--- src/rtl/score_bcd_display.sv ---
// ---------------------------------------------------------------------------
// score_bcd_display
//   N-digit seven-segment driver for the game score and debug values.
//   A binary value is converted to BCD with a sequential double-dabble
//   (one shift per clock). When the conversion finishes, the BCD digits and
//   their segment patterns are registered together, so the board's
//   seg1..segN pins never see intermediate values. One further request can
//   be queued while a conversion is running; the newest request wins.
//
// Parameters
//   BIN_WIDTH      width of the binary input value (>= 4)
//   NUM_DIGITS     number of displayed decimal digits (1..8)
//   BLANK_LEADING  1: blank zero digits above the most significant non-zero digit
//   SEG_ACTIVE_LOW 1: a lit segment is driven 0; 0: a lit segment is driven 1
//
// Ports
//   clock     in   system clock, rising edge
//   reset     in   synchronous active-high reset
//   load      in   request to convert value (sampled every cycle)
//   value     in   binary value to display
//   busy      out  conversion in progress
//   done      out  one-cycle pulse in the cycle the outputs update
//   overflow  out  last conversion did not fit in NUM_DIGITS (held until next done)
//   bcd       out  digit i at [4i+3:4i], digit 0 least significant
//   seg       out  digit i at [7i+6:7i] = {g,f,e,d,c,b,a}
// ---------------------------------------------------------------------------
module score_bcd_display #(
  parameter int BIN_WIDTH      = 20,
  parameter int NUM_DIGITS     = 6,
  parameter int BLANK_LEADING  = 1,
  parameter int SEG_ACTIVE_LOW = 1
) (
  input  logic                    clock,
  input  logic                    reset,
  input  logic                    load,
  input  logic [BIN_WIDTH-1:0]    value,
  output logic                    busy,
  output logic                    done,
  output logic                    overflow,
  output logic [4*NUM_DIGITS-1:0] bcd,
  output logic [7*NUM_DIGITS-1:0] seg
);

  localparam int ACC_W = 4 * NUM_DIGITS;
  localparam int SEG_W = 7 * NUM_DIGITS;
  localparam int CNT_W = (BIN_WIDTH > 1) ? $clog2(BIN_WIDTH) : 1;
  localparam logic [CNT_W-1:0] LAST_SHIFT = CNT_W'(BIN_WIDTH - 1);

  localparam logic [1:0] IDLE   = 2'd0;
  localparam logic [1:0] SHIFT  = 2'd1;
  localparam logic [1:0] COMMIT = 2'd2;

  logic [1:0]           state;
  logic [BIN_WIDTH-1:0] sr;
  logic [BIN_WIDTH-1:0] sr_next;
  logic [ACC_W-1:0]     acc;
  logic [ACC_W-1:0]     acc_adj;
  logic [ACC_W-1:0]     acc_next;
  logic [ACC_W-1:0]     commit_bcd;
  logic [CNT_W-1:0]     cnt;
  logic                 ovf_sticky;
  logic                 ovf_next;
  logic [BIN_WIDTH-1:0] hold;
  logic                 pending;
  logic [SEG_W-1:0]     reset_seg;

  // Active-high segment pattern {g,f,e,d,c,b,a} for one decimal digit.
  // Codes above 9 cannot occur in a committed value and show blank.
  function automatic logic [6:0] digit_pattern(input logic [3:0] d);
    case (d)
      4'd0:    digit_pattern = 7'b0111111;
      4'd1:    digit_pattern = 7'b0000110;
      4'd2:    digit_pattern = 7'b1011011;
      4'd3:    digit_pattern = 7'b1001111;
      4'd4:    digit_pattern = 7'b1100110;
      4'd5:    digit_pattern = 7'b1101101;
      4'd6:    digit_pattern = 7'b1111101;
      4'd7:    digit_pattern = 7'b0000111;
      4'd8:    digit_pattern = 7'b1111111;
      4'd9:    digit_pattern = 7'b1101111;
      default: digit_pattern = 7'b0000000;
    endcase
  endfunction

  // Full segment vector for a BCD word. Walking from the top digit down,
  // a digit is blanked while it and everything above it is zero; digit 0 is
  // always shown. A saturated (all 9s) word has no zeros, so nothing blanks.
  function automatic logic [SEG_W-1:0] segs_for(input logic [ACC_W-1:0] d);
    logic             upper_zero;
    logic             this_zero;
    logic [6:0]       pat;
    logic [SEG_W-1:0] result;
    upper_zero = 1'b1;
    result     = '0;
    for (int i = NUM_DIGITS - 1; i >= 0; i--) begin
      this_zero  = upper_zero && (d[4*i +: 4] == 4'd0);
      pat        = digit_pattern(d[4*i +: 4]);
      if ((BLANK_LEADING != 0) && (i != 0) && this_zero) begin
        pat = 7'b0000000;
      end
      if (SEG_ACTIVE_LOW != 0) begin
        pat = ~pat;
      end
      result[7*i +: 7] = pat;
      upper_zero       = this_zero;
    end
    return result;
  endfunction

  // One double-dabble step: bias every digit >= 5 by 3, then shift the
  // concatenated {accumulator, shift register} left by one. A 1 leaving the
  // top digit means the value cannot fit, and that is remembered until the
  // next conversion starts; this is the only saturation detector.
  always_comb begin
    acc_adj = acc;
    for (int i = 0; i < NUM_DIGITS; i++) begin
      if (acc[4*i +: 4] >= 4'd5) begin
        acc_adj[4*i +: 4] = acc[4*i +: 4] + 4'd3;
      end
    end
    acc_next   = {acc_adj[ACC_W-2:0], sr[BIN_WIDTH-1]};
    sr_next    = {sr[BIN_WIDTH-2:0], 1'b0};
    ovf_next   = ovf_sticky | acc_adj[ACC_W-1];
    commit_bcd = ovf_next ? {NUM_DIGITS{4'h9}} : acc_next;
  end

  // Pattern shown after reset: a single "0" on digit 0.
  assign reset_seg = segs_for({ACC_W{1'b0}});

  assign busy = (state != IDLE);

  // Conversion sequencer. The displayed outputs are loaded on the same edge
  // as the final shift, so done, bcd, seg and overflow all change together
  // and are stable for the whole COMMIT cycle. While busy, a load only
  // refreshes the hold register; in COMMIT a queued (or same-cycle) request
  // restarts the shifter immediately so busy never drops between the two.
  always_ff @(posedge clock) begin
    if (reset) begin
      state      <= IDLE;
      sr         <= '0;
      acc        <= '0;
      cnt        <= '0;
      ovf_sticky <= 1'b0;
      hold       <= '0;
      pending    <= 1'b0;
      done       <= 1'b0;
      overflow   <= 1'b0;
      bcd        <= '0;
      seg        <= reset_seg;
    end else begin
      done <= 1'b0;
      case (state)
        IDLE: begin
          if (load) begin
            sr         <= value;
            acc        <= '0;
            ovf_sticky <= 1'b0;
            cnt        <= '0;
            state      <= SHIFT;
          end
        end
        SHIFT: begin
          sr         <= sr_next;
          acc        <= acc_next;
          ovf_sticky <= ovf_next;
          cnt        <= cnt + 1'b1;
          if (load) begin
            hold    <= value;
            pending <= 1'b1;
          end
          if (cnt == LAST_SHIFT) begin
            state    <= COMMIT;
            done     <= 1'b1;
            overflow <= ovf_next;
            bcd      <= commit_bcd;
            seg      <= segs_for(commit_bcd);
          end
        end
        COMMIT: begin
          if (pending || load) begin
            sr         <= load ? value : hold;
            acc        <= '0;
            ovf_sticky <= 1'b0;
            cnt        <= '0;
            pending    <= 1'b0;
            state      <= SHIFT;
          end else begin
            state <= IDLE;
          end
        end
        default: begin
          state <= IDLE;
        end
      endcase
    end
  end

endmodule

--- config.mk ---
export PLATFORM = sky130hd
export DESIGN_NAME = score_bcd_display
export DESIGN_NICKNAME = d
export VERILOG_FILES = /design/src/rtl/score_bcd_display.sv
export SDC_FILE = /design/constraint.sdc
export NUM_CORES = 1
export LEC_CHECK = 0
export ABC_AREA = 1
export CAP_MARGIN = 40
export CELL_PAD_IN_SITES_DETAIL_PLACEMENT = 1
export CELL_PAD_IN_SITES_GLOBAL_PLACEMENT = 2
export CORE_MARGIN = 10
export CORE_UTILIZATION = 30
export CTS_BUF_LIST = sky130_fd_sc_hd__clkbuf_4 sky130_fd_sc_hd__clkbuf_8
export DETAILED_ROUTE_END_ITERATION = 6
export HOLD_SLACK_MARGIN = 0.08
export PLACE_DENSITY = 0.76
export SKIP_CTS_REPAIR_TIMING = 1
export SLEW_MARGIN = 20
export SYNTH_ARGS = -nofsm -noshare
export SYNTH_HDL_FRONTEND = slang
export SYNTH_SLANG_ARGS = --single-unit
--- constraint.sdc ---
create_clock -name clock -period 5.6 [get_ports clock]
set_clock_uncertainty 0.1 [all_clocks]
set_input_delay 1.12 -clock clock [delete_from_list [all_inputs] [get_ports clock]]
set_output_delay 1.12 -clock clock [all_outputs]
set_load 0.02 [all_outputs]
## Word-level counts from Yosys, hierarchy flattened

Memories as Yosys holds them, arrays and structs flattened.
Index checks and enable logic that the tools add are counted.
Widths: inputs -> output; s select.

| word-level totals | value |
|---|---|
| flip-flop bits (word level) | 141 |
| ROM bits | 672 |
| bits of input ports | 23 |
| output and inout port bits | 69 |
| memories | 6 |

Memory list:

| memory | depth | width | read ports | clocked after memory_dff | wr ports | RTL line | source |
|---|---|---|---|---|---|---|---|
| (no name shown) | 16 | 7 | 1 | 0 | 0 | 70 | `case (d)` |
| (no name shown) | 16 | 7 | 1 | 0 | 0 | 70 |  |
| (no name shown) | 16 | 7 | 1 | 0 | 0 | 70 |  |
| (no name shown) | 16 | 7 | 1 | 0 | 0 | 70 |  |
| (no name shown) | 16 | 7 | 1 | 0 | 0 | 70 |  |
| (no name shown) | 16 | 7 | 1 | 0 | 0 | 70 |  |

| cells by class | value |
|---|---|
| add/sub/neg operators | 7 |
| $lt $le $gt $ge | 6 |
| eq/ne operators | 7 |
| muxes and demuxes | 50 |
| bitwise operators | 8 |
| reductions and logical operators | 19 |

Operators with widths:

| operator | number |
|---|---|
| $mux 7 | 23 |
| $mux 24 | 3 |
| $pmux 24 s3 | 1 |
| $mux 20 | 3 |
| $pmux 20 s3 | 1 |
| $not 7->7 | 6 |
| $add 4x2->4 const B | 6 |
| $ge 4x3->1 const B | 6 |
| $mux 4 | 6 |
| $logic_not 4->1 | 5 |
| $pmux 5 s3 | 1 |
| $mux 5 | 2 |
| $ne 2x2->1 const B | 4 |
| $pmux 2 s3 | 1 |
| $reduce_and 3->1 | 2 |
| $add 5x1->5 const B | 1 |
| $eq 5x5->1 const B | 1 |
| $mux 1 | 5 |
| $logic_and 1x1->1 | 4 |
| $mux 2 | 2 |
| $reduce_and 2->1 | 2 |
| $reduce_bool 2->1 | 2 |
| $pmux 1 s3 | 1 |
| $reduce_bool 3->1 | 1 |
| 8 further kinds | 8 |

## Logic depth before layout (Yosys ltp)

| depth | value |
|---|---|
| word-level depth | 14 |
| depth in mapped cells | 20 |
| gate-level depth less buffers | 19 |

## Worst setup path before layout

Ideal clock, no wire load.

| path | value |
|---|---|
| path type | input-to-reg |
| start | in load |
| end | reg sr[10] |
| library setup time | 136 ps |
| arrival | 2,233 ps |
| slack | 3,131 ps |
| stages on the path | 7 |
| path buffers | 2 |
| cells stage by stage | buf_2 -> inv_1 -> nand2_1 -> clkbuf_1 -> nor3_1 -> a2111oi_0 -> a211oi_1 |

| on the way | value |
|---|---|
| word-level cells in the longest chain between the ends | 3 |

RTL lines:

| item | RTL line | source |
|---|---|---|
| start: declaration | 35 | `input logic load,` |
| $mux 20 / $logic_or 1x1->1 (equally long branches) | - |  |
| $mux 20 / $ne 2x2->1 (equally long branches) | - |  |
| $pmux 20 s3 / $reduce_and 3->1 (equally long branches) | - |  |
| end signal: assignment | 155 | `sr <= value;` |
| end signal: assignment | 163 | `sr <= sr_next;` |
| end signal: assignment | 181 | `sr <= load ? value : hold;` |
| end: declaration | 54 | `logic [BIN_WIDTH-1:0] sr;` |

Several ways; a longest one is shown, not always the timed one. The select of a mux whose other input is x is not followed.
A chain may end at the register's enable or synchronous reset.

## Worst setup path after layout

| path | value |
|---|---|
| start | reg acc[20] |
| end | reg seg[7] |

| on the way | value |
|---|---|
| word-level cells in the longest chain between the ends | 14 |

RTL lines:

| item | RTL line | source |
|---|---|---|
| start: declaration | 56 | `logic [ACC_W-1:0] acc;` |
| start signal: assignment | 164 | `acc <= acc_next;` |
| $add 4x2->4 / $ge 4x3->1 (equally long branches) | 118, 117 |  |
| $mux 4 (*) | 117 | `if (acc[4*i +: 4] >= 4'd5) begin` |
| $or 1x1->1 | 123 | `ovf_next = ovf_sticky \| acc_adj[ACC_W-1];` |
| $mux 24 (*) | 124 | `commit_bcd = ovf_next ? {NUM_DIGITS{4'h9}} : acc_next;` |
| parallel branches: the longest is 5 deep, another holds $mem_v2 16x7 | - |  |
| $mux 7 (*) | 98 | `if ((BLANK_LEADING != 0) && (i != 0) && this_zero) begin` |
| $mux 7 (*) | 171 | `if (cnt == LAST_SHIFT) begin` |
| $mux 7 (*) | 152 | `case (state)` |
| $mux 7 (*) | 138 | `if (reset) begin` |
| $not 7->7 (*) | 102 | `pat = ~pat;` |
| end signal: assignment | 149 | `seg <= reset_seg;` |
| end signal: assignment | 176 | `seg <= segs_for(commit_bcd);` |
| end: declaration | 41 | `output logic [7*NUM_DIGITS-1:0] seg` |

Mark *: on every way between the ends. The select of a mux whose other input is x is not followed.

==> impl_metrics.yaml <==
status:
  status: "finished clean"
setup_path:
  crit_path_cell_trace: "inv_1 -> ha_1 -> inv_1 -> nand2_1 -> nand2_1 -> nand3_1 -> nand2_1 -> nor2_1 -> ha_1 -> nand4_1 -> nor2_2 -> nand4_2 -> nand2_1 -> nand2_1 -> nand2_1"
  worst_path_max_delay_cell: "nor2_1"
  critical_path_class: "reg -> reg"
  cpPeakStageDelay_ps: 500
  worst-path-buf-inv: 2
  cp.arrival_ps: 3600
  cpMostUsedCell: "nand2_1"
  critPathLaunchType: "flip-flop"
  critPathTopFamily: "simple AND/OR/NAND/NOR gates"
  required_ps: 5900
  cp_max_fo: 15
  end_kind: "flip-flop"
die:
  pin_count: 92
  rows: 56
  dieArea_um2: 30940
  die_x_um: 175.9
  start_util_pct: 30.79
  core_area_um2: 23680
  die_y_um: 175.9
global_routing:
  antenna_found_initial: 0
  met1_usage_pct: 18.43
  gr-usage-met3_pct: 2.852
  grt_most_used_layer: "met2"
  use_met2_pct: 24.57
  grt_max_degree: 71
  grt_pass1_wl_mm: 37.12
  track_usage_pct: 14.59
  grt_pass1_vias: 7038
  grt_overflow: 0
run:
  drv_cap: 0
clocking:
  cts_made_buffers: 17
  clock_path_buffers: 2
  clkLatencyLatePin_ps: 470
  h-tree-depth: 4
  clock_sinks: 141
  cts_tree: "built"
  clkTransAtPathRegs_ps: 90
  cts_root_buf: "clkbuf_8"
layout:
  layout_common_cells: "210 x nand2_1, 141 x dfxtp_1, 139 x inv_1"
  instances_no_fill: 1425
  num_antenna_cells: 0
  fin_util_pct: 37.75
  area_growth_pct: 22.64
  drive_gt1_share_pct: 5.877
  fillerInstances: 2994
  final_nets: 1163
  final_common_cell: "nand2_1"
synthesis:
  syn_nets: 1090
  synth_top_cell_area_share_pct: 38.72
  ys_seq_area_share_pct: 38.72
  synth_cells: 1020
  synth.area.top_cells: "dfxtp_1 39%, nand2_1 11%, ha_1 8.1%"
  synth_cell_types: 37
  yosysTopAreaCell: "dfxtp_1"
  ys_ff_latch: 141
  synth_area_um2: 7291
  avgSynthCellArea_um2: 7.148
  ys_warn_count: 0
timing:
  tightest_slew_ps: 794.8
  relSlewSlack_pct: 46.45
  holdWs_ps: 367.4
  setup_slack_ps: 2303
  rsz0062_at_grt: "no"
  finalSetupTns_ps: 0
  timing.fmax_mhz: 303.3
  final-max-slew-violation-count: 0
  finalHoldViolations: 0
  finalCritPeriodShare_pct: 58.87
  setup_violations: 0
  period_needed_ps: 3297
routing:
  drtPass1Iterations: 4
  vias_per_cell: 4.763
  ant_nets: 0
  drt_iter0_markers: 296
  drc_errors: 0
  wl_per_cell_um: 15.42
  vias: 6787
  routed_wl_mm: 21.98
placed_design:
  place_congestion: 0.7558
  post-dp-hpwl_mm: 15.66
  post-place-ws_ps: 2026
  placed_cells: 1392
  io_buffers: 91
power_and_ir_drop:
  leakage_uw: 0.003644
  power_density_nw_per_um2: 237.9
  ir_worst_vdd_v: 0.0001531
min_path:
  hold_path_class: "reg -> reg"
cell families after synthesis:
kind of cell	count (synthesis)	share of synthesized area [%]
DFF	141	38.72
and+or+nand+nor	387	21.86
adders and majority gates	47	8.066
AOI/OAI and AO/OA	249	20.41
xor gates and xnor gates	8	0.9611
buffers and inverters	188	9.988
layer usage:
metal / wire length, µm / part of all wire (%) / vias up
met5: 0 / 0 / -
met3: 744 / 3.4 / 14
met1: 10590 / 48 / 3186
met2: 10420 / 47 / 77
met4: 233 / 1.1 / 0
li1: - / - / 3510
final cells by class:
cell class / instances / area, µm² / share of cell area, %
clock buffer: 19 / 261.5 / 2.925
multi-input combinational: 691 / 3752 / 41.97
sequential: 141 / 2823 / 31.57
inverter: 141 / 529.3 / 5.919
tap: 319 / 399.1 / 4.464
timing repair buffer: 101 / 1023 / 11.45
clock inverter: 13 / 152.6 / 1.707
stage by stage:
step                      instance area, µm²  total power, µW
after floorplan                         7291             1201
after global placement                  8464             1267
after detailed placement                8507             1273
after CTS                               8921             2162
after global routing                    8941             2237
final                                   8941             2127
cells in the mapped netlist (all sizes together):
| library cell | number |
|---|---|
| or2 | 2 |
| a21oi | 92 |
| nand2 | 216 |
| a21boi | 2 |
| a2111oi | 16 |
| inv | 141 |
| o211ai | 5 |
| nor3 | 19 |
| nor2 | 99 |
| and3 | 1 |
| o21ai | 76 |
| dfxtp | 141 |
| nor3b | 1 |
| o32ai | 1 |
| buf | 12 |
| o211a | 1 |
| clkbuf | 35 |
| o22ai | 3 |
| o221ai | 3 |
| o2111ai | 1 |
| a22oi | 7 |
| a41oi | 2 |
| a211oi | 38 |
| nand3 | 40 |
| xor2 | 8 |
| nand4 | 9 |
| ha | 47 |
| a21o | 2 |
power breakdown:
| group | total [µW] | switching [µW] | internal (µW) |
|---|---|---|---|
| registers | 1050 | 13.6 | 1040 |
| clock network | 877 | 448 | 428 |
| logic | 199 | 133 | 66.4 |
worst min-delay path, cell delays in order (launching register included):
cell and delay [ps]:
dfxtp_1 310, inv_1 60, a211oi_1 60
flip-flops by register name, indices dropped and copies added, names as in the netlist, 2 cells and up:
register	flops
acc	24
bcd	24
cnt	5
hold	20
seg	42
sr	20
state	2
path summary, 6_finish.rpt:
| kind | from | to | slack (ps) | cells past startpoint |
|---|---|---|---|---|
| max | acc[20]$_SDFFE_PP0P_ | seg[7]$_SDFFE_PP1P_ | 2300 | 15 |
| max reg2reg | acc[20]$_SDFFE_PP0P_ | seg[7]$_SDFFE_PP1P_ | 2300 | 15 |
| min | hold[17]$_SDFFE_PP0P_ | hold[17]$_SDFFE_PP0P_ | 370 | 2 |
| min reg2reg | hold[17]$_SDFFE_PP0P_ | hold[17]$_SDFFE_PP0P_ | 370 | 2 |
(Power assumes the default switching activity.)
